===== config.mk =====
export PLATFORM = sky130hd
export DESIGN_NAME = issue_execute_fifo
export DESIGN_NICKNAME = d
export VERILOG_FILES = /design/src/rtl/issue_execute_fifo.sv
export SDC_FILE = /design/constraint.sdc
export NUM_CORES = 1
export LEC_CHECK = 0
export CAP_MARGIN = 20
export CORE_AREA = 2 2 198 238
export CTS_CLUSTER_SIZE = 20
export DETAILED_ROUTE_END_ITERATION = 6
export DIE_AREA = 0 0 200 240
export PLACE_DENSITY = 0.5
export SLEW_MARGIN = 10
export SYNTH_ARGS = -nofsm -noshare
export SYNTH_HDL_FRONTEND = slang
export SYNTH_SLANG_ARGS = --single-unit

===== constraint.sdc =====
create_clock -name clk -period 15.2 [get_ports clk]
set_clock_uncertainty 0.15 [all_clocks]
set_input_delay 3.04 -clock clk [delete_from_list [all_inputs] [get_ports clk]]
set_output_delay 3.04 -clock clk [all_outputs]
set_load 0.05 [all_outputs]

===== src/rtl/issue_execute_fifo.sv =====
// -----------------------------------------------------------------------------
// issue_execute_fifo
//   In-order queue between the issue stage and one execute unit (ALU, BRU,
//   CSR, DIV, LSU or MUL). The issue stage pushes packed issue entries and
//   watches full. The execute unit pops the head entry. A commit-side flush
//   empties the queue in one cycle.
//
// Ports
//   clk            in   clock, all state updates on posedge
//   rst            in   asynchronous active-low reset
//   push           in   enqueue data_in this cycle
//   data_in        in   entry to enqueue (issue_execute_pack_t)
//   full           out  no free entry
//   flush          in   discard all entries (highest priority)
//   pop            in   consume head entry this cycle
//   data_out       out  head entry (first-word-fall-through)
//   data_out_valid out  queue non-empty
//   count          out  number of valid entries, 0..DEPTH
//   push_rejected  out  registered pulse: previous cycle pushed into a full
//                       queue without a flush
// -----------------------------------------------------------------------------

package issue_execute_fifo_pkg;

    typedef struct packed {
        logic [5:0]  rob_id;
        logic [3:0]  fu_op;
        logic [4:0]  rd_addr;
        logic        rd_we;
        logic [31:0] src1;
        logic [31:0] src2;
        logic [31:0] imm;
        logic [31:0] pc;
    } issue_execute_pack_t;

    localparam int PACK_W = $bits(issue_execute_pack_t);

endpackage

// Simulation-only invariant checks for the queue pointers and flags.
module issue_execute_fifo_chk #(
    parameter int DEPTH     = 2,
    parameter int PTR_WIDTH = $clog2(DEPTH)
) (
    input logic               clk,
    input logic               rst,
    input logic               flush,
    input logic               full,
    input logic               data_out_valid,
    input logic [PTR_WIDTH:0] count,
    input logic [PTR_WIDTH:0] wptr,
    input logic [PTR_WIDTH:0] rptr
);

    localparam logic [PTR_WIDTH:0] CNT_MAX = DEPTH[PTR_WIDTH:0];

    a_count_bound: assert property (@(posedge clk) disable iff (!rst)
        count <= CNT_MAX);

    a_full_valid: assert property (@(posedge clk) disable iff (!rst)
        full |-> data_out_valid);

    // An empty queue must not advance its read pointer, so no entry is
    // consumed a second time.
    a_no_double_pop: assert property (@(posedge clk) disable iff (!rst)
        ((rptr == wptr) && !flush) |=> (rptr == $past(rptr)));

endmodule

module issue_execute_fifo
    import issue_execute_fifo_pkg::*;
#(
    parameter int DEPTH     = 2,
    parameter int PTR_WIDTH = $clog2(DEPTH)
) (
    input  logic              clk,
    input  logic              rst,
    input  logic              push,
    input  logic [PACK_W-1:0] data_in,
    output logic              full,
    input  logic              flush,
    input  logic              pop,
    output logic [PACK_W-1:0] data_out,
    output logic              data_out_valid,
    output logic [PTR_WIDTH:0] count,
    output logic              push_rejected
);

    localparam logic [PTR_WIDTH:0] PTR_ONE = {{PTR_WIDTH{1'b0}}, 1'b1};

    logic [PACK_W-1:0]  mem_r [DEPTH];
    logic [PTR_WIDTH:0] wptr_r;
    logic [PTR_WIDTH:0] rptr_r;
    logic               push_rejected_r;

    logic               empty_s;
    logic               full_s;
    logic               do_push_s;
    logic               do_pop_s;
    logic               rejected_s;

    // Flags come only from registered pointers; the extra wrap bit separates
    // full (wrap bits differ) from empty (pointers equal).
    always_comb begin
        empty_s    = (wptr_r == rptr_r);
        full_s     = (wptr_r[PTR_WIDTH] != rptr_r[PTR_WIDTH]) &&
                     (wptr_r[PTR_WIDTH-1:0] == rptr_r[PTR_WIDTH-1:0]);
        do_push_s  = push && !full_s && !flush;
        do_pop_s   = pop && !empty_s && !flush;
        rejected_s = push && full_s && !flush;
    end

    assign full           = full_s;
    assign data_out_valid = !empty_s;
    assign count          = wptr_r - rptr_r;
    assign data_out       = mem_r[rptr_r[PTR_WIDTH-1:0]];
    assign push_rejected  = push_rejected_r;

    // Pointer and reject-pulse state; flush snaps the read pointer to the
    // write pointer and discards any same-cycle push or pop.
    always_ff @(posedge clk or negedge rst) begin
        if (!rst) begin
            wptr_r          <= '0;
            rptr_r          <= '0;
            push_rejected_r <= 1'b0;
        end else if (flush) begin
            rptr_r          <= wptr_r;
            push_rejected_r <= 1'b0;
        end else begin
            if (do_push_s) begin
                wptr_r <= wptr_r + PTR_ONE;
            end
            if (do_pop_s) begin
                rptr_r <= rptr_r + PTR_ONE;
            end
            push_rejected_r <= rejected_s;
        end
    end

    // Entry storage; contents are don't-care until written, so no reset.
    always_ff @(posedge clk) begin
        if (do_push_s) begin
            mem_r[wptr_r[PTR_WIDTH-1:0]] <= data_in;
        end
    end

    issue_execute_fifo_chk #(
        .DEPTH     (DEPTH),
        .PTR_WIDTH (PTR_WIDTH)
    ) u_chk (
        .clk            (clk),
        .rst            (rst),
        .flush          (flush),
        .full           (full_s),
        .data_out_valid (!empty_s),
        .count          (count),
        .wptr           (wptr_r),
        .rptr           (rptr_r)
    );

endmodule

==> reports/qor.log <==
[logic_synthesis] post-synthesis area per instance 23.14 um^2
[sta] Final setup viols 0
[clock_tree] CTS clock-pin slew for the worst setup and hold paths 0.06 ns
[logic_synthesis] post-synthesis instance area 11290 um^2
[critical_path] kind of cell with the highest combined delay on the critical path buffers and inverters
[critical_path] category of the most critical setup path register to output port
[clock_tree] number of buffers on the longest clock path 3
[place] final weighted congestion in routability-driven placement 0.6702
[drt] DRC violation total after the first TritonRoute iteration 229
[die] Top Ports 298
[logic_synthesis] Mapped Nets 638
[power] net switching fraction of the power 38.03%
[power] net load switching power 1.270 mW
[place] detailed placer's ending HPWL 15370 um
[logic_synthesis] XOR/XNOR Fraction of Synth Area 0.3767%
[die] y dimension of the die 240 um
[power] VDD IR-drop max 257.2 uV
[layout] final core utilization 34.74%
[drt] DRC violations left 0
[clock_tree] clock tree from TritonCTS built
[sta] final critical path time including I/O delays and setup 6.842 ns
[logic_synthesis] synthesized netlist cell count 488
[critical_path] number of buffers and inverters on the critical path 2
[logic_synthesis] largest family of logic cells by synthesized area multiplexers
[layout] share of post-route cells with drive strength above 1 24.13%
[logic_synthesis] post-synthesis register bit count 293
[die] Placeable Area 45730 um^2
[clock_tree] root cell of the clock tree sky130_fd_sc_hd__clkbuf_16
[clock_tree] H-Tree Level Count 2
[power] share of total power in sequential cells 33.2%
[clock_tree] insertion delay to the later sink of the worst-skew pair 0.51 ns
[critical_path] CP cell instances buf_4 > mux2_4 > clkdlybuf4s50_1
[clock_tree] Sinks on Clock Net 293
[clock_tree] total setup buffers inserted after CTS 0
[drt] WL final 24810 um
[drt] Wirelength per Cell 17.16 um
[global_routing] global-route usage over all layers 10.07%
[global_routing] GRT overflow 0
[logic_synthesis] share of synthesized cell area in and, or, nand and nor gates 0.9528%
[critical_path] critical-path cell with the highest stage delay sky130_fd_sc_hd__dfrtp_4
[die] row count 86
[layout] P&R area growth vs syn 40.68%
[drt] Detailed Routing Iterations Pass 1 4
[clock_tree] # resized after CTS 0
[power] static power due to leakage 5.497 nW
[die] effective utilization at floorplan 24.69%
[die] die width 200 um
[critical_path] Max Fanout on Critical Path 58
[global_routing] maximum number of pins on one net before global-route repair 145
[layout] Layout fillers 4359
[sta] Slew @ Worst Pin 0.9995 ns
[logic_synthesis] part of the Yosys area used for sequential elements 77.69%
[global_routing] antenna violations before repair 1
[critical_path] startpoint kind of the worst setup timing path register
[drt] post-detailed-route count of antenna-violating nets 0
[sta] TNS Setup 0 ns
[global_routing] via count of the first global-routing pass 5802
[layout] most frequent cells in the layout 297 x sky130_fd_sc_hd__clkdlybuf4s50_1, 288 x sky130_fd_sc_hd__edfxtp_1, 107 x sky130_fd_sc_hd__mux2_4
[power] proportion of power drawn by the clock network 23.6%
[sta] final count of pins violating max slew 0
[critical_path] maximum single-stage delay on the critical path 1.09 ns
[logic_synthesis] count of cell types in the netlist 29
[sta] Max transition margin 33.36%
[run_status] result of the run finished clean
[logic_synthesis] compound-gate portion of the synthesized area 0.3435%
[power] relative contribution of combinational cells to total power 43.2%
[job] max_cap viols 0
[drt] count of vias placed by the detailed router 5580
[min_path] kind of path behind the tightest hold check register to register
[sta] highest achievable clock rate 146.2 MHz
[logic_synthesis] mux share of post-synthesis cell area 17.91%
[power] areal power density over the cells 210.1 nW/um^2
[critical_path] CP arrival 3.65 ns
[clock_tree] cts bufs inserted 34
[clock_tree] Hold-fix buffers, CTS 0
[global_routing] global-route wire length before repair 35710 um
[sta] unrepaired setup endpoints after global routing no
[sta] final hold vios 0
[die] Die Outline Area 48000 um^2
[logic_synthesis] fraction of the mapped netlist area in adder cells 0.1108%
[power] Power Internal 2.069 mW
[layout] post-layout net count 955
[critical_path] Critical Path End Type output port
[place] buffers added on ports 297
[sta] post-route fraction of the period consumed by the critical path 45.01%
[layout] commonest non-fill, non-tap cell in the layout sky130_fd_sc_hd__clkdlybuf4s50_1
[drt] mean number of vias per cell 3.859
[critical_path] required time worst endpoint 12.01 ns
[logic_synthesis] Warnings, synthesis 0
-- per-stage QoR --
stage	std cells	hold slack [ns]	cell area, um^2	setup WS, ns	power, mW
3_5_place_dp	1385	0.4655	14820	8.764	2.594
4_1_cts	1445	0.4792	15890	8.183	3.405
6_report	1446	0.4719	15890	8.358	3.338
3_3_place_gp	1385	0.4579	14820	8.773	2.593
2_1_floorplan	488	0.3845	11290	1.152	2.230
5_1_grt	1445	0.4944	15890	8.136	3.481
-- synthesized netlist by cell type --
master	instances	share of area, %
sky130_fd_sc_hd__a211o_1	1	0.078
sky130_fd_sc_hd__a211oi_1	1	0.066
sky130_fd_sc_hd__a21oi_1	2	0.089
sky130_fd_sc_hd__a22oi_1	1	0.066
sky130_fd_sc_hd__buf_12	11	1.9
sky130_fd_sc_hd__buf_2	6	0.27
sky130_fd_sc_hd__buf_6	2	0.20
sky130_fd_sc_hd__buf_8	1	0.13
sky130_fd_sc_hd__dfrtp_1	5	1.1
sky130_fd_sc_hd__edfxtp_1	288	77
sky130_fd_sc_hd__ha_1	1	0.11
sky130_fd_sc_hd__inv_1	2	0.066
sky130_fd_sc_hd__mux2_2	37	3.7
sky130_fd_sc_hd__mux2_4	107	14
sky130_fd_sc_hd__nand2_1	2	0.066
sky130_fd_sc_hd__nand2b_1	1	0.055
sky130_fd_sc_hd__nand3_1	2	0.089
sky130_fd_sc_hd__nand3b_1	1	0.066
sky130_fd_sc_hd__nand4b_1	1	0.078
sky130_fd_sc_hd__nor2_1	2	0.066
sky130_fd_sc_hd__nor2_2	1	0.055
sky130_fd_sc_hd__nor2b_1	1	0.055
sky130_fd_sc_hd__nor3_1	5	0.22
sky130_fd_sc_hd__nor3b_1	1	0.066
sky130_fd_sc_hd__nor4b_2	1	0.13
sky130_fd_sc_hd__o21ai_1	1	0.044
sky130_fd_sc_hd__xnor2_1	2	0.16
sky130_fd_sc_hd__xnor2_2	1	0.14
sky130_fd_sc_hd__xor2_1	1	0.078
-- layout make-up --
type,instances,area (um^2),share of cell area (%)
Antenna cell,1,2.502,0.01575
Clock buffer,42,902.1,5.678
Clock inverter,18,162.7,1.024
Inverter,2,7.507,0.04725
Multi-Input combinational cell,173,2237,14.08
Sequential cell,293,8777,55.25
Tap cell,616,770.7,4.851
Timing Repair Buffer,301,3028,19.06
-- registers in the layout, summed over array words and instances (netlist names) --
| name | flops |
|---|---|
| push_rejected | 1 |
| rptr_r | 2 |
| mem_r | 288 |
| wptr_r | 2 |
-- power by group through the flow --
stage          registers (mW)  clock network [mW]  logic [mW]
2_1_floorplan            1.12                   0        1.11
5_1_grt                  1.13               0.848        1.51
4_1_cts                  1.11               0.822        1.47
3_3_place_gp             1.13                   0        1.47
6_report                 1.11               0.788        1.44
3_5_place_dp             1.13                   0        1.46
-- worst register-to-register path, stage by stage (launching register included) --
cell and delay (ns):
sky130_fd_sc_hd__dfrtp_4 1.09, sky130_fd_sc_hd__ha_1 0.50, sky130_fd_sc_hd__inv_1 0.18, sky130_fd_sc_hd__nor2_2 0.09
sky130_fd_sc_hd__nor3_2 0.24, sky130_fd_sc_hd__buf_12 0.64
-- cell families (layout without fill, tap and decap cells) --
| family | count (synthesis) | count (layout) |
|---|---|---|
| muxes | 144 | 144 |
| buffers and inverters | 22 | 363 |
| DFF | 293 | 293 |
| and+or+nand+nor | 18 | 18 |
| AOI/OAI and AO/OA | 6 | 6 |
| xor gates and xnor gates | 4 | 4 |
| adders and majority gates | 1 | 1 |
| other | 0 | 1 |
-- per-layer routing --
metal,track usage (%),wire [um],vias to the layer above
li1,-,-,2576
met1,11.17,9478,2769
met2,16.89,12310,185
met3,4.531,2304,48
met4,3.771,698,2
met5,0,13,-
-- path summary, 6_finish.rpt --
kind                                       start                     end  slack, ns  cells after the start
min in group asynchronous                    rst   wptr_r[1]$_DFFE_PN0P_       2.61                      1
max in group asynchronous                    rst   rptr_r[0]$_DFFE_PN0P_      12.06                      1
hold reg to reg            wptr_r[0]$_DFFE_PN0P_   rptr_r[0]$_DFFE_PN0P_       0.47                      2
setup reg to reg           rptr_r[0]$_DFFE_PN0P_  mem_r[0][26]$_DFFE_PP_      11.78                      5
hold / removal             wptr_r[0]$_DFFE_PN0P_   rptr_r[0]$_DFFE_PN0P_       0.47                      2
setup / recovery           rptr_r[0]$_DFFE_PN0P_            data_out[54]       8.36                      3
(Power assumes the default switching activity.)
